--- src/rtl/fp_pkg.sv ---
// Shared floating-point definitions: round-mode encodings, flag bit positions and format constants.
package fp_pkg;

    typedef enum logic [1:0] {
        RM_RNE     = 2'b00,
        RM_RTZ     = 2'b01,
        RM_RMM     = 2'b10,
        RM_RNE_ALT = 2'b11
    } rm_e;

    localparam int FLAG_NX = 0;
    localparam int FLAG_UF = 1;
    localparam int FLAG_OF = 2;
    localparam int FLAG_NV = 3;
    localparam int FLAG_DZ = 4;

    localparam int EMAX_SP   = 254;
    localparam int EMAX_HP   = 30;
    localparam int HP_REBIAS = 112;

    localparam logic [31:0] CANON_NAN_SP = 32'h7FC00000;
    localparam logic [15:0] CANON_NAN_HP = 16'h7E00;

    function automatic logic [4:0] mk_flags(input logic of, input logic uf, input logic nx);
        logic [4:0] f;
        f          = '0;
        f[FLAG_NX] = nx;
        f[FLAG_UF] = uf;
        f[FLAG_OF] = of;
        f[FLAG_NV] = 1'b0;
        f[FLAG_DZ] = 1'b0;
        return f;
    endfunction

    // Special results are only NaN/inf/zero; anything else collapses to a signed zero.
    function automatic logic [15:0] sp_special_to_hp(input logic [31:0] r);
        logic [15:0] h;
        if (r[30:23] == CANON_NAN_SP[30:23] && r[22:0] != 23'h0) begin
            h = CANON_NAN_HP;
        end else if (r[30:23] == CANON_NAN_SP[30:23]) begin
            h = {r[31], 5'h1F, 10'h000};
        end else begin
            h = {r[31], 15'h0000};
        end
        return h;
    endfunction

endpackage

--- src/rtl/fp_mul_round_if.sv ---
// Upstream/downstream bundle of the multiplier rounding stage; slave = the rounding block.
interface fp_mul_round_if #(
    parameter int MANT_W = 48,
    parameter int EXP_W  = 10
);
    logic              valid_in;
    logic              ready_out;
    logic              sign_in;
    logic [EXP_W-1:0]  exp_in;
    logic [MANT_W-1:0] mant_in;
    logic              precision_mode;
    logic [1:0]        round_mode;
    logic              spec_override;
    logic [31:0]       spec_result;
    logic [4:0]        spec_flags;
    logic              valid_out;
    logic              ready_in;
    logic [31:0]       result;
    logic [4:0]        flags;

    modport master (
        output valid_in, sign_in, exp_in, mant_in, precision_mode, round_mode,
               spec_override, spec_result, spec_flags, ready_in,
        input  ready_out, valid_out, result, flags
    );

    modport slave (
        input  valid_in, sign_in, exp_in, mant_in, precision_mode, round_mode,
               spec_override, spec_result, spec_flags, ready_in,
        output ready_out, valid_out, result, flags
    );
endinterface

--- src/rtl/fp_round_inc.sv ---
// Round-increment of a truncated mantissa from guard/sticky/LSB and mode; reports carry-out.
// FP_MUL_ROUND_RMM_EN adds ties-away for RM_RMM; without it RM_RMM rounds as RNE.
module fp_round_inc
    import fp_pkg::*;
#(
    parameter int W = 23
) (
    input  logic [W-1:0] i_keep,
    input  logic         i_g,
    input  logic         i_s,
    input  rm_e          i_rm,
    output logic [W-1:0] o_keep,
    output logic         o_carry,
    output logic         o_inexact
);

    logic w_inc;

    always_comb begin
        w_inc = 1'b0;
        case (i_rm)
            RM_RTZ:  w_inc = 1'b0;
`ifdef FP_MUL_ROUND_RMM_EN
            RM_RMM:  w_inc = i_g;
`endif
            default: w_inc = i_g && (i_s || i_keep[0]);
        endcase
    end

    assign {o_carry, o_keep} = {1'b0, i_keep} + {{W{1'b0}}, w_inc};
    assign o_inexact         = i_g | i_s;

endmodule

--- src/rtl/fp_mul_round.sv ---
// Round/pack stage of the FP multiplier: stage A rounds, stage B classifies and packs; 2-cycle latency.
// Optional macro FP_MUL_ROUND_RMM_EN enables ties-away rounding; each stage stalls only when full and blocked.
module fp_mul_round
    import fp_pkg::*;
#(
    parameter int MANT_W = 48,
    parameter int EXP_W  = 10
) (
    input  logic          clk,
    input  logic          rst_n,
    fp_mul_round_if.slave bus
);

    localparam int E_W = EXP_W + 1;

    typedef struct packed {
        logic                  sign;
        logic signed [E_W-1:0] e;
        logic [22:0]           keep;
        logic                  inexact;
        logic                  prec;
        rm_e                   rm;
        logic                  ovr;
        logic [31:0]           sres;
        logic [4:0]            sflg;
    } stage_a_t;

    logic                  w_unused_msb;
    rm_e                   w_rm_in;
    logic [22:0]           w_keep_sp;
    logic [9:0]            w_keep_hp;
    logic                  w_cy_sp;
    logic                  w_cy_hp;
    logic                  w_nx_sp;
    logic                  w_nx_hp;
    logic signed [E_W-1:0] w_e_sp;
    logic signed [E_W-1:0] w_e_hp;
    logic signed [E_W-1:0] w_e_b;
    logic signed [E_W-1:0] w_emax;
    stage_a_t              w_a_nxt;
    logic [31:0]           w_res;
    logic [4:0]            w_flg;
    logic                  w_rdy_a;
    logic                  w_rdy_b;

    stage_a_t              r_a;
    logic                  r_a_vld;
    logic                  r_b_vld;
    logic [31:0]           r_result;
    logic [4:0]            r_flags;

    assign w_unused_msb = bus.mant_in[MANT_W-1];
    assign w_rm_in      = rm_e'(bus.round_mode);

    fp_round_inc #(.W(23)) u_inc_sp (
        .i_keep    (bus.mant_in[45:23]),
        .i_g       (bus.mant_in[22]),
        .i_s       (|bus.mant_in[21:0]),
        .i_rm      (w_rm_in),
        .o_keep    (w_keep_sp),
        .o_carry   (w_cy_sp),
        .o_inexact (w_nx_sp)
    );

    fp_round_inc #(.W(10)) u_inc_hp (
        .i_keep    (bus.mant_in[45:36]),
        .i_g       (bus.mant_in[35]),
        .i_s       (|bus.mant_in[34:0]),
        .i_rm      (w_rm_in),
        .o_keep    (w_keep_hp),
        .o_carry   (w_cy_hp),
        .o_inexact (w_nx_hp)
    );

    assign w_e_sp = E_W'(signed'(bus.exp_in));
    assign w_e_hp = w_e_sp - E_W'(HP_REBIAS);

    always_comb begin
        w_a_nxt      = '0;
        w_a_nxt.sign = bus.sign_in;
        w_a_nxt.prec = bus.precision_mode;
        w_a_nxt.rm   = w_rm_in;
        w_a_nxt.ovr  = bus.spec_override;
        w_a_nxt.sres = bus.spec_result;
        w_a_nxt.sflg = bus.spec_flags;
        if (bus.precision_mode) begin
            w_a_nxt.e       = w_e_hp + {{(E_W-1){1'b0}}, w_cy_hp};
            w_a_nxt.keep    = {13'h0, w_keep_hp};
            w_a_nxt.inexact = w_nx_hp;
        end else begin
            w_a_nxt.e       = w_e_sp + {{(E_W-1){1'b0}}, w_cy_sp};
            w_a_nxt.keep    = w_keep_sp;
            w_a_nxt.inexact = w_nx_sp;
        end
    end

    assign w_e_b  = r_a.e;
    assign w_emax = r_a.prec ? E_W'(EMAX_HP) : E_W'(EMAX_SP);

    always_comb begin
        w_res = '0;
        w_flg = '0;
        if (r_a.ovr) begin
            w_res = r_a.prec ? {16'h0, sp_special_to_hp(r_a.sres)} : r_a.sres;
            w_flg = r_a.sflg;
        end else if (w_e_b > w_emax) begin
            // Truncating toward zero never reaches infinity; saturate to max finite instead.
            if (r_a.rm == RM_RTZ) begin
                w_res = r_a.prec ? {16'h0, r_a.sign, 5'h1E, 10'h3FF}
                                 : {r_a.sign, 8'hFE, 23'h7FFFFF};
            end else begin
                w_res = r_a.prec ? {16'h0, r_a.sign, 5'h1F, 10'h000}
                                 : {r_a.sign, 8'hFF, 23'h000000};
            end
            w_flg = mk_flags(1'b1, 1'b0, 1'b1);
        end else if (w_e_b <= E_W'(0)) begin
            w_res = r_a.prec ? {16'h0, r_a.sign, 15'h0000} : {r_a.sign, 31'h0};
            w_flg = mk_flags(1'b0, 1'b1, 1'b1);
        end else begin
            w_res = r_a.prec ? {16'h0, r_a.sign, w_e_b[4:0], r_a.keep[9:0]}
                             : {r_a.sign, w_e_b[7:0], r_a.keep};
            w_flg = mk_flags(1'b0, 1'b0, r_a.inexact);
        end
    end

    assign w_rdy_b       = !r_b_vld || bus.ready_in;
    assign w_rdy_a       = !r_a_vld || w_rdy_b;
    assign bus.ready_out = w_rdy_a;
    assign bus.valid_out = r_b_vld;
    assign bus.result    = r_result;
    assign bus.flags     = r_flags;

    always_ff @(posedge clk or negedge rst_n) begin
        if (!rst_n) begin
            r_a_vld  <= 1'b0;
            r_a      <= '0;
            r_b_vld  <= 1'b0;
            r_result <= '0;
            r_flags  <= '0;
        end else begin
            if (w_rdy_a) begin
                r_a_vld <= bus.valid_in;
                if (bus.valid_in) begin
                    r_a <= w_a_nxt;
                end
            end
            if (w_rdy_b) begin
                r_b_vld <= r_a_vld;
                if (r_a_vld) begin
                    r_result <= w_res;
                    r_flags  <= w_flg;
                end
            end
        end
    end

endmodule

--- src/flat_wrapper.sv ---
// flat-port wrapper written by rule: the top's interface ports become plain ports
module fp_mul_round_flat import fp_pkg::*;
#(
    parameter int MANT_W = 48,
    parameter int EXP_W  = 10
)
  (clk, rst_n, bus_valid_in, bus_sign_in, bus_exp_in, bus_mant_in, bus_precision_mode, bus_round_mode, bus_spec_override, bus_spec_result, bus_spec_flags, bus_ready_in, bus_ready_out, bus_valid_out, bus_result, bus_flags);
  fp_mul_round_if #(.MANT_W(MANT_W), .EXP_W(EXP_W)) bus_i ();
  input  logic clk;
  input  logic rst_n;
  input wire logic [$bits(bus_i.valid_in)-1:0] bus_valid_in;
  input wire logic [$bits(bus_i.sign_in)-1:0] bus_sign_in;
  input wire logic [$bits(bus_i.exp_in)-1:0] bus_exp_in;
  input wire logic [$bits(bus_i.mant_in)-1:0] bus_mant_in;
  input wire logic [$bits(bus_i.precision_mode)-1:0] bus_precision_mode;
  input wire logic [$bits(bus_i.round_mode)-1:0] bus_round_mode;
  input wire logic [$bits(bus_i.spec_override)-1:0] bus_spec_override;
  input wire logic [$bits(bus_i.spec_result)-1:0] bus_spec_result;
  input wire logic [$bits(bus_i.spec_flags)-1:0] bus_spec_flags;
  input wire logic [$bits(bus_i.ready_in)-1:0] bus_ready_in;
  output wire logic [$bits(bus_i.ready_out)-1:0] bus_ready_out;
  output wire logic [$bits(bus_i.valid_out)-1:0] bus_valid_out;
  output wire logic [$bits(bus_i.result)-1:0] bus_result;
  output wire logic [$bits(bus_i.flags)-1:0] bus_flags;
  assign bus_i.valid_in = bus_valid_in;
  assign bus_i.sign_in = bus_sign_in;
  assign bus_i.exp_in = bus_exp_in;
  assign bus_i.mant_in = bus_mant_in;
  assign bus_i.precision_mode = bus_precision_mode;
  assign bus_i.round_mode = bus_round_mode;
  assign bus_i.spec_override = bus_spec_override;
  assign bus_i.spec_result = bus_spec_result;
  assign bus_i.spec_flags = bus_spec_flags;
  assign bus_i.ready_in = bus_ready_in;
  assign bus_ready_out = bus_i.ready_out;
  assign bus_valid_out = bus_i.valid_out;
  assign bus_result = bus_i.result;
  assign bus_flags = bus_i.flags;
  fp_mul_round #(.MANT_W(MANT_W), .EXP_W(EXP_W)) u_core (.clk(clk), .rst_n(rst_n), .bus(bus_i));
endmodule
--- config.mk ---
export PLATFORM = sky130hd
export DESIGN_NAME = fp_mul_round_flat
export DESIGN_NICKNAME = d
export VERILOG_FILES = /design/src/rtl/fp_pkg.sv /design/src/rtl/fp_mul_round_if.sv /design/src/rtl/fp_round_inc.sv /design/src/rtl/fp_mul_round.sv /design/src/flat_wrapper.sv
export SDC_FILE = /design/constraint.sdc
export NUM_CORES = 1
export LEC_CHECK = 0
export BUFFER_PORTS_ARGS = -buffer_cell sky130_fd_sc_hd__buf_4
export CAP_MARGIN = 25
export CORE_MARGIN = 4
export CORE_UTILIZATION = 49
export DETAILED_ROUTE_END_ITERATION = 10
export PLACE_DENSITY_LB_ADDON = 0.1
export SYNTH_ARGS = -nofsm -noshare
export SYNTH_HDL_FRONTEND = slang
export SYNTH_SLANG_ARGS = --single-unit
--- constraint.sdc ---
create_clock -name clk -period 2.8 [get_ports clk]
set_input_delay 0.56 -clock clk [delete_from_list [all_inputs] [get_ports clk]]
set_output_delay 0.56 -clock clk [all_outputs]
set_load 0.02 [all_outputs]
==> impl_metrics.env, run 1 <==
export IMPL_crit_family="simple AND/OR/NAND/NOR gates"
export IMPL_crit_path_max_incr_delay_ns=0.53
export IMPL_grt_max_degree=42
export IMPL_core_um2=12200
export IMPL_drc=0
export IMPL_drtAntennaViolNets=0
export IMPL_final_nets=897
export IMPL_synthFlopType="dfrtp_1"
export IMPL_fin_crit_sh=1.00
export IMPL_pwr_share_clk=0.397
export IMPL_fin_ws_ns=-0.00302
export IMPL_wl_met3_mm=1.10
export IMPL_crit_chain="buf_4 > nor4_1 > nand4_1 > nor4_4 > buf_4 > a21oi_1 > ha_2 > nand3_4 > or4_4 > nor2_1 > ha_2 > ha_1 > nor2b_2 > nand3_2 > buf_4 > o22ai_1 > o21ai_1"
export IMPL_path_class="primary input to register"
export IMPL_synth_xor_area_frac=0.0526
export IMPL_synth_top_family_by_area="simple AND/OR/NAND/NOR gates"
export IMPL_numPortBuffers=140
export IMPL_clock_fmax_ghz=0.357
export IMPL_maxSlewViolCount=0
export IMPL_overflow=0
export IMPL_synthMuxAreaShare=0.0992
export IMPL_dpl_cell_count=924
export IMPL_skew_ns=0.00624
export IMPL_dp_hpwl_mm=13.1
export IMPL_drive_above_1_share=0.365
export IMPL_cp_end_kind="register"
export IMPL_finalHoldViolCount=0
export IMPL_critPathBufInv=3
export IMPL_drt_wl_total_mm=17.3
export IMPL_max_cap_violations=0
export IMPL_synth_compound_area_share=0.144
export IMPL_vdd_drop_max_mv=0.426
export IMPL_p_per_area_nw_per_um2=719
export IMPL_cp_max_fo=2
export IMPL_syn_cell_area_um2=6160
export IMPL_start_util=0.506
export IMPL_wl_per_cell_um=18.1
export IMPL_path_clk_slew_ns=0.05
export IMPL_yosysUniqueCellTypes=55
export IMPL_die_y_um=120
export IMPL_synth_warnings=0
export IMPL_async_flop_share=1.00
export IMPL_numCtsBuffers=17
export IMPL_slowest_stage="or4_4"
export IMPL_io_pins=143
export IMPL_post_dp_cell_area_um2=7690
export IMPL_relSlewSlack=0.406
export IMPL_yosys_area_share_simple=0.164
export IMPL_cts_root_buf="clkbuf_16"
export IMPL_violations="setup timing"
export IMPL_pre_cts_slack_ns=-0.628
export IMPL_start_kind="primary input"
export IMPL_synth_top_area_cell="dfrtp_1"
export IMPL_diodes=0
export IMPL_hold_class="primary input to asynchronous set/reset pin"
export IMPL_die_area_um2=14400
export IMPL_synth_largest_type_area_fraction=0.472
export IMPL_switching_share=0.295
export IMPL_finalInstanceArea_um2=8440
export IMPL_setup_violations=3
export IMPL_grt_usage=0.247
export IMPL_area_delta_synth_final_pct=37.1
export IMPL_h_tree_depth=4
export IMPL_yosysMostFrequentCell="dfrtp_1"
export IMPL_p_int_w=0.00428
export IMPL_status="finished, violations left"
export IMPL_synth_fa_ha_area_frac=0.0346
export IMPL_seqPwrFrac=0.367
export IMPL_wl_met2_mm=8.44
export IMPL_crit_arrival_ns=3.09
export IMPL_synthTopCellsByCount="dfrtp_1, nand2_1, mux2_2, nor2_1, o21ai_0"
export IMPL_ys_seq_area_frac=0.472
export IMPL_place_congestion=0.874
export IMPL_vias_per_cell=5.68
export IMPL_row_count=40
export IMPL_crit_top_cell="buf_4"
export IMPL_first_pass_iters=5
export IMPL_period_needed_ns=2.80
export IMPL_met1_length_mm=7.44
export IMPL_vias=5436
export IMPL_antenna_found_initial=0
export IMPL_highest_layer="met4"
export IMPL_synth_net_count=734
export IMPL_synthTopCellsByArea="dfrtp_1, mux2_2, nand2_1"
export IMPL_p_sw_w=0.00179
export IMPL_synth_seq_cells=116
export IMPL_crit_required_ns=3.09
export IMPL_p_leak_nw=3.66
export IMPL_synth_enable_flop_cells=0
export IMPL_die_w_um=120
export IMPL_drtIter0Drc=363
export IMPL_rsz0062_at_grt="yes"
export IMPL_cts_path_max_buffers=2
export IMPL_grt_pass1_wl_mm=28.1
export IMPL_worst_pin_slew_ns=0.889
export IMPL_finalNonFillerCells=957
export IMPL_fin_util=0.694
export IMPL_grt_pass1_vias=5513
export IMPL_hold_buffers=0
export IMPL_insertion_delay_ns=0.41
export IMPL_p_comb_frac=0.236
export IMPL_avgSynthCellArea_um2=10.0
export IMPL_syn_instance_count=613
export IMPL_cts_tree="done"
export IMPL_cts_sinks=116
==> sequential cells by signal, indices dropped and copies added (netlist names) <==
register	count
u_core.bus.flags	5
u_core.bus.valid_out	1
u_core.r_a	66
u_core.bus.result	32
u_core.w_e_b	11
u_core.r_a_vld	1
==> logic make-up after synthesis <==
group / Yosys count
and+or+nand+nor: 203
xor gates and xnor gates: 37
muxes: 55
buffers and inverters: 51
DFF: 116
AOI/OAI and AO/OA: 134
adders and majority gates: 17
==> power groups by stage <==
stage | combinational (W) | sequential (W) | clock, W
6_report | 0.00143 | 0.00222 | 0.00241
3_3_place_gp | 0.00138 | 0.00223 | 0
3_5_place_dp | 0.00142 | 0.00224 | 0
4_1_cts | 0.00143 | 0.00222 | 0.00243
5_1_grt | 0.00156 | 0.00226 | 0.00251
2_1_floorplan | 0.000643 | 0.00233 | 0
==> layout make-up <==
class	count	area [um2]
fill	966	3720
multi-input combinational	446	3200
sequential	116	2900
timing repair buffer	181	1400
clock buffer	20	467
tap	168	210
clock inverter	12	201
inverter	14	52.6
==> worst paths after layout <==
path	endpoint	slack, ns	cells past startpoint	from
min in group clk	u_core.r_a[23]$_DFFE_PN0P_	0.38	2	bus_spec_result[18]
setup / recovery	u_core.w_e_b[10]$_DFFE_PN0P_	-0.003	17	bus_mant_in[10]
max in group asynchronous	u_core.r_a[7]$_DFFE_PN0P_	2.01	2	rst_n
setup reg to reg	u_core.bus.result[9]$_DFFE_PN0P_	0.27	7	u_core.r_a[40]$_DFFE_PN0P_
hold / removal	u_core.bus.flags[2]$_DFFE_PN0P_	0.08	1	rst_n
hold reg to reg	u_core.r_a[53]$_DFFE_PN0P_	0.48	2	u_core.r_a[53]$_DFFE_PN0P_
==> metrics by stage <==
| stage | hold WS [ns] | total power, W | TNS (ns) |
|---|---|---|---|
| 2_1_floorplan | 0.264 | 0.00297 | -2.52 |
| 3_3_place_gp | 0.453 | 0.00361 | -6.59 |
| 3_5_place_dp | 0.475 | 0.00366 | -8.06 |
| 4_1_cts | 0.0836 | 0.00609 | -0.0190 |
| 5_1_grt | 0.0987 | 0.00633 | -0.838 |
| 6_report | 0.0845 | 0.00606 | -0.00452 |
==> cell usage in the layout (no fill, tap or decap), types with 18 or more instances in the layout <==
cell	instances
buf_4	176
dfrtp_1	116
nand2_1	59
mux2_2	48
nor2_1	47
a21oi_1	34
o21ai_0	29
xnor2_1	25
a32oi_1	23
nor4_1	18
==> routing by layer <==
| metal | global-route usage | vias to the layer above |
|---|---|---|
| li1 | - | 2573 |
| met1 | 0.329 | 2652 |
| met2 | 0.398 | 188 |
| met3 | 0.0533 | 23 |
| met4 | 0.0916 | 0 |
| met5 | 0 | - |
==> timing repair <==
action / 4_1_cts / 5_1_grt
buffers inserted: 0 / 1
endpoints found under the hold margin: 0 / 0
pin swaps: 9 / 9
endpoints found under the setup margin: 8 / 12
resized for setup: 13 / 7
Note: power is estimated with default switching activity, not from simulation.
==> run 2: changes to the inputs <==
--- a/config.mk
+++ b/config.mk
@@ -5,10 +5,11 @@
 export SDC_FILE = /design/constraint.sdc
 export NUM_CORES = 1
 export LEC_CHECK = 0
+export ABC_AREA = 1
 export BUFFER_PORTS_ARGS = -buffer_cell sky130_fd_sc_hd__buf_4
 export CAP_MARGIN = 25
 export CORE_MARGIN = 4
-export CORE_UTILIZATION = 49
+export CORE_UTILIZATION = 51
 export DETAILED_ROUTE_END_ITERATION = 10
 export PLACE_DENSITY_LB_ADDON = 0.1
 export SYNTH_ARGS = -nofsm -noshare
==> run 2 against run 1 <==
  * Largest cell class unchanged
  * Cell count up 44%
  * Final area up 12%
  * The run now ends clean
  * Largest power group unchanged
  * Register-to-register slack gained 0.05 ns
  * Non-clock buffer count increased by 15
==> impl_metrics.env, run 2 <==
export IMPL_status="complete, no violations"
export IMPL_syn_cell_area_um2=7170
export IMPL_finalHoldViolCount=0
export IMPL_vdd_drop_max_mv=0.509
export IMPL_layout_common_cells="nand2_1, buf_4, nor2_1"
export IMPL_grt_pass1_vias=7078
export IMPL_drt_wl_total_mm=20.6
export IMPL_final_nets=1306
export IMPL_start_kind="primary input"
export IMPL_final_common_cell="nand2_1"
export IMPL_regMostFlops="u_core.r_a"
export IMPL_max_cap_violations=0
export IMPL_drtIter0Drc=485
export IMPL_die_y_um=127
export IMPL_timing_hold_ws_ns=0.0416
export IMPL_synth_enable_flop_cells=0
export IMPL_fin_crit_sh=0.966
export IMPL_wl_per_cell_um=15.0
export IMPL_first_pass_iters=5
export IMPL_die_area_um2=16000
export IMPL_yosysUniqueCellTypes=46
export IMPL_yosysMostFrequentCell="nand2_1"
export IMPL_grt_pass1_wl_mm=34.0
export IMPL_cp_end_kind="register"
export IMPL_grt_max_degree=51
export IMPL_cts_path_max_buffers=2
export IMPL_drtAntennaViolNets=0
export IMPL_setup_worst_path_start="bus_mant_in[11]"
export IMPL_dp_hpwl_mm=15.5
export IMPL_synthTopCellsByCount="nand2_1, nor2_1, dfrtp_1"
export IMPL_antenna_found_initial=0
export IMPL_synthTopCellsByArea="dfrtp_1, nand2_1, nor2_1"
export IMPL_hold_class="primary input to asynchronous set/reset pin"
export IMPL_start_util=0.519
export IMPL_path_class="primary input to register"
export IMPL_h_tree_depth=4
export IMPL_numCtsBuffers=17
export IMPL_overflow=0
export IMPL_insertion_delay_ns=0.42
export IMPL_relSlewSlack=0.495
export IMPL_period_needed_ns=2.70
export IMPL_vias=7199
export IMPL_cts_root_buf="clkbuf_16"
export IMPL_syn_instance_count=1013
export IMPL_synth_seq_cells=116
export IMPL_cts_sinks=116
export IMPL_synth_warnings=0
export IMPL_drive_above_1_share=0.252
export IMPL_worst_pin_slew_ns=0.756
export IMPL_area_delta_synth_final_pct=32.1
export IMPL_crit_arrival_ns=3.05
export IMPL_vias_per_cell=5.22
export IMPL_slowest_stage="ha_2"
export IMPL_synthFlopType="dfrtp_1"
export IMPL_io_pins=143
export IMPL_synth_top_area_cell="dfrtp_1"
export IMPL_timing_rr_start="u_core.r_a[40]$_DFFE_PN0P_"
export IMPL_clock_fmax_ghz=0.370
export IMPL_place_congestion=0.924
export IMPL_core_um2=13800
export IMPL_diodes=0
export IMPL_cts_tree="done"
export IMPL_row_count=43
export IMPL_grt_usage=0.264
export IMPL_crit_required_ns=3.15
export IMPL_async_flop_share=1.00
export IMPL_setup_violations=0
export IMPL_maxSlewViolCount=0
export IMPL_numPortBuffers=140
export IMPL_hold_buffers=0
export IMPL_skew_ns=0.0116
export IMPL_reg2reg_slack_ns=0.32
export IMPL_rsz0062_at_grt="yes"
export IMPL_crit_path_max_incr_delay_ns=0.25
export IMPL_p_leak_nw=4.79
export IMPL_ys_seq_area_frac=0.405
export IMPL_p_per_area_nw_per_um2=713
export IMPL_path_clk_slew_ns=0.05
export IMPL_crit_chain="buf_4 > nor2_2 > nand4_1 > nor2_1 > nand3_1 > o21ai_1 > nor2_1 > ha_2 > nand3_4 > nor3_4 > nand2_2 > nor2_4 > nand3_4 > nor4_4 > ha_2 > and3_4 > nand4_1 > o21ai_2 > or2_4 > nand3_2 > nand2_1"
export IMPL_drc=0
export IMPL_synth_net_count=1134
export IMPL_die_w_um=127
export IMPL_largest_reg_flops=66
export IMPL_cp_max_fo=3
export IMPL_synth_largest_type_area_fraction=0.405
export IMPL_avgSynthCellArea_um2=7.08
export IMPL_tns_ns=0
run 2: cell types whose count changed after synthesis, sizes merged, moves of 7 or more:
cell / delta
a21oi: -11
a32oi: -23
buf: +11
clkbuf: -8
inv: +75
mux2: -48
mux2i: -7
nand2: +264
nand3: +59
nor2: +126
nor4: -16
o211ai: +7
o21ai: +27
xnor2: -20
run 2: path summary, 6_finish.rpt:
path | end | cells after the start
min | u_core.w_e_b[6]$_DFFE_PN0P_ | 1
max in group asynchronous | u_core.r_a[6]$_DFFE_PN0P_ | 2
max | u_core.w_e_b[7]$_DFFE_PN0P_ | 21
min in group clk | u_core.r_a[35]$_DFFE_PN0P_ | 3
max reg2reg | u_core.bus.result[21]$_DFFE_PN0P_ | 12
min reg2reg | u_core.r_a[1]$_DFFE_PN0P_ | 2
run 2: repair_timing:
item	in CTS	in global routing
endpoints found under the setup margin	5	9
gates resized for setup	1	27
setup buffers	0	3
pin swaps	0	15
run 2: cell families (layout without fill, tap and decap cells):
group	Yosys count	in the layout	share of synthesized area
compound gates	109	109	0.0864
xor+xnor	18	18	0.0220
fa+ha+maj	17	17	0.0297
buf+inv	132	317	0.0822
flops	116	116	0.405
simple gates	621	621	0.375
run 2: through the flow:
step / util / total power, W / worst slack [ns] / area (um2) / instances
final: 0.685 / 0.00675 / 0.0959 / 9470 / 1378
after floorplan: - / 0.00352 / -0.0933 / 7240 / 1013
after global routing: 0.685 / 0.00712 / -0.159 / 9470 / 1378
after CTS: 0.676 / 0.00677 / 0.0229 / 9350 / 1375
after detailed placement: 0.628 / 0.00434 / -0.504 / 8680 / 1343
after global placement: 0.628 / 0.00431 / -0.391 / 8680 / 1343
run 2: layout make-up:
| type | count | area [um2] |
|---|---|---|
| Timing Repair Buffer | 196 | 1510 |
| Clock buffer | 19 | 453 |
| Inverter | 89 | 345 |
| Clock inverter | 13 | 205 |
| Sequential cell | 116 | 2900 |
| Tap cell | 180 | 225 |
| Fill cell | 1217 | 4360 |
| Multi-Input combinational cell | 765 | 3830 |
run 2: critical path, delay by kind of cell:
family                   cells  cell delay [ns]
AO/OA/AOI/OAI                2             0.26
buffers and inverters        1             0.09
adder cells (fa/ha/maj)      2             0.46
AND/OR/NAND/NOR             16             1.67
run 2: power by group:
part | switching (W) | total [W] | internal (W)
sequential | 0.000269 | 0.00231 | 0.00204
combinational | 0.00123 | 0.00203 | 0.000804
clock | 0.000791 | 0.00241 | 0.00162
run 2: metal layers:
layer,global-route usage,share of wire
met5,0,0
met4,0.0789,0.017
met3,0.0543,0.052
met2,0.436,0.50
met1,0.353,0.44
==> run 3: changes to the inputs <==
--- a/config.mk
+++ b/config.mk
@@ -8,8 +8,10 @@
 export ABC_AREA = 1
 export BUFFER_PORTS_ARGS = -buffer_cell sky130_fd_sc_hd__buf_4
 export CAP_MARGIN = 25
+export CELL_PAD_IN_SITES_DETAIL_PLACEMENT = 1
+export CELL_PAD_IN_SITES_GLOBAL_PLACEMENT = 1
 export CORE_MARGIN = 4
-export CORE_UTILIZATION = 51
+export CORE_UTILIZATION = 36
 export DETAILED_ROUTE_END_ITERATION = 10
 export PLACE_DENSITY_LB_ADDON = 0.1
 export SYNTH_ARGS = -nofsm -noshare
==> run 3 against run 2 <==
  * Sequential cell count stayed put
  * Critical path depth is 2 higher
  * Routed wire length is 16% higher
  * Critical endpoint is now u_core.w_e_b[9]$_DFFE_PN0P_
  * Clock power is 15% lower
  * Worst hold slack better by 0.034 ns
  * Fmax is 1.1% lower
  * Largest cell class unchanged
  * Cell count is 6.3% higher
  * Count of clock-buffer cells in the layout is 2 higher
  * Combinational power hardly changed
  * Die area is 39% higher
  * Total power is 4.6% lower
  * Sequential share of layout area is 0.061 points lower
==> impl_metrics.env, run 3 (synthesized netlist as in run 2, its figures left out) <==
export IMPL_largest_reg_flops=66
export IMPL_fin_crit_sh=0.977
export IMPL_crit_end="u_core.w_e_b[9]$_DFFE_PN0P_"
export IMPL_crit_required_ns=3.09
export IMPL_drive_above_1_share=0.255
export IMPL_post_dp_cell_area_um2=8800
export IMPL_cp_max_fo=3
export IMPL_vdd_drop_max_mv=0.482
export IMPL_cts_sinks=116
export IMPL_first_pass_iters=4
export IMPL_relSlewSlack=0.451
export IMPL_die_w_um=149
export IMPL_worst_pin_slew_ns=0.822
export IMPL_timing_rr_start="u_core.r_a[40]$_DFFE_PN0P_"
export IMPL_final_seq_area_um2=2900
export IMPL_switching_share=0.357
export IMPL_drc=0
export IMPL_insertion_delay_ns=0.41
export IMPL_p_sw_w=0.00230
export IMPL_ff2ff_path_depth=12
export IMPL_antenna_found_initial=0
export IMPL_crit_arrival_ns=3.03
export IMPL_multiInputGateArea_um2=3840
export IMPL_dpl_cell_count=1431
export IMPL_cts_path_max_buffers=2
export IMPL_p_leak_nw=4.76
export IMPL_rsz0062_at_grt="yes"
export IMPL_grt_pass1_vias=7593
export IMPL_io_pins=143
export IMPL_drt_wl_total_mm=23.9
export IMPL_fin_ws_ns=0.0650
export IMPL_drtAntennaViolNets=0
export IMPL_finalInstanceArea_um2=9490
export IMPL_p_int_w=0.00414
export IMPL_period_needed_ns=2.74
export IMPL_fill_cells=2536
export IMPL_die_area_um2=22200
export IMPL_grt_usage=0.221
export IMPL_diodes=0
export IMPL_seqPwrFrac=0.360
export IMPL_cts_root_buf="clkbuf_16"
export IMPL_pwr_share_clk=0.320
export IMPL_timing_rr_end="u_core.bus.result[1]$_DFFE_PN0P_"
export IMPL_pre_cts_slack_ns=-0.648
export IMPL_max_cap_violations=0
export IMPL_cp_end_kind="register"
export IMPL_reg2reg_slack_ns=0.34
export IMPL_area_delta_synth_final_pct=32.4
export IMPL_row_count=51
export IMPL_final_common_cell="nand2_1"
export IMPL_path_clk_slew_ns=0.05
export IMPL_vias_per_cell=4.91
export IMPL_status="complete, no violations"
export IMPL_drtIter0Drc=254
export IMPL_overflow=0
export IMPL_grt_max_degree=60
export IMPL_setup_worst_path_start="bus_mant_in[6]"
export IMPL_p_per_area_nw_per_um2=678
export IMPL_numPortBuffers=140
export IMPL_die_y_um=149
export IMPL_path_class="primary input to register"
export IMPL_start_kind="primary input"
export IMPL_final_nets=1308
export IMPL_maxSlewViolCount=0
export IMPL_wl_per_cell_um=16.3
export IMPL_hold_class="primary input to asynchronous set/reset pin"
export IMPL_setup_violations=0
export IMPL_start_util=0.367
export IMPL_layout_common_cells="nand2_1, buf_4, nor2_1"
export IMPL_finalNonFillerCells=1465
export IMPL_cts_tree="done"
export IMPL_skew_ns=0.00830
export IMPL_vias=7192
export IMPL_clock_fmax_ghz=0.366
export IMPL_core_um2=19500
export IMPL_dp_hpwl_mm=18.2
export IMPL_h_tree_depth=4
export IMPL_grt_pass1_wl_mm=39.0
export IMPL_finalHoldViolCount=0
export IMPL_regMostFlops="u_core.r_a"
export IMPL_numCtsBuffers=17
export IMPL_place_congestion=0.873
export IMPL_p_comb_frac=0.319
[run 3: cell types whose count changed in the layout (fill, tap and decap cells not counted), moves of 3 or more]
| cell | before | now |
|---|---|---|
| nor2_2 | 10 | 13 |
| clkinv_2 | 3 | 7 |
| bufinv_16 | 5 | 2 |
| clkbuf_1 | 0 | 4 |
[run 3: critical path, stage by stage]
cell	delay (ns)
buf_4	0.08
nor2_2	0.03
nand4_1	0.10
nor2_2	0.07
nand3_2	0.08
o21ai_1	0.06
nor2_1	0.10
ha_2	0.22
nand3_4	0.09
nor3_4	0.14
nand2_2	0.10
nor2_4	0.13
nand3_4	0.09
nor4_4	0.17
ha_2	0.27
and3_4	0.19
nand4_1	0.15
inv_1	0.11
nand2_2	0.05
nand2_1	0.07
nand2_1	0.05
nand3_1	0.06
o21ai_1	0.06
[run 3: metal layers]
metal  track usage  share of wire  up-vias
li1              -              -     3582
met1         0.290           0.45     3510
met2         0.390           0.51       85
met3        0.0356          0.026       15
met4        0.0403         0.0090        0
met5             0              0        -
[run 3: repair_timing]
action                     CTS  global route
setup buffers                0             3
gates resized for setup     10            25
hold buffers                 0             0
pin swaps                    0            13
setup endpoints to repair    9             9
[run 3: worst min path at each step]
stage	from	endpoint	cells after the start
2_1_floorplan	rst_n	u_core.bus.flags[0]$_DFFE_PN0P_	0
6_report	rst_n	u_core.bus.result[30]$_DFFE_PN0P_	1
3_3_place_gp	u_core.r_a[4]$_DFFE_PN0P_	u_core.r_a[4]$_DFFE_PN0P_	2
4_1_cts	rst_n	u_core.r_a[30]$_DFFE_PN0P_	1
3_5_place_dp	u_core.r_a[57]$_DFFE_PN0P_	u_core.r_a[57]$_DFFE_PN0P_	2
5_1_grt	rst_n	u_core.r_a[31]$_DFFE_PN0P_	1
[run 3: per-stage QoR]
step                      power, W  hold WS, ns  setup TNS, ns   util
after floorplan            0.00352        0.264         -0.399      -
after global placement     0.00435        0.464          -4.82  0.451
after detailed placement   0.00441        0.473          -5.64  0.451
after CTS                  0.00651       0.0785              0  0.480
after global routing       0.00688       0.0917         -0.883  0.486
final                      0.00644       0.0754              0  0.486
[run 3: power by group through the flow]
stage                     Combinational, W  Clock, W  Sequential [W]
after floorplan                    0.00102         0         0.00250
after global placement             0.00201         0         0.00234
after detailed placement           0.00206         0         0.00234
after CTS                          0.00209   0.00210         0.00232
after global routing               0.00231   0.00219         0.00237
final                              0.00206   0.00206         0.00232
[run 3: layout make-up]
class | count | share of cell area
inverters | 89 | 0.0364
clock buffers | 21 | 0.0464
multi-input cells | 765 | 0.405
clock inverters | 11 | 0.0117
flip-flops and latches | 116 | 0.306
repair buffers | 198 | 0.160
well taps | 265 | 0.0349
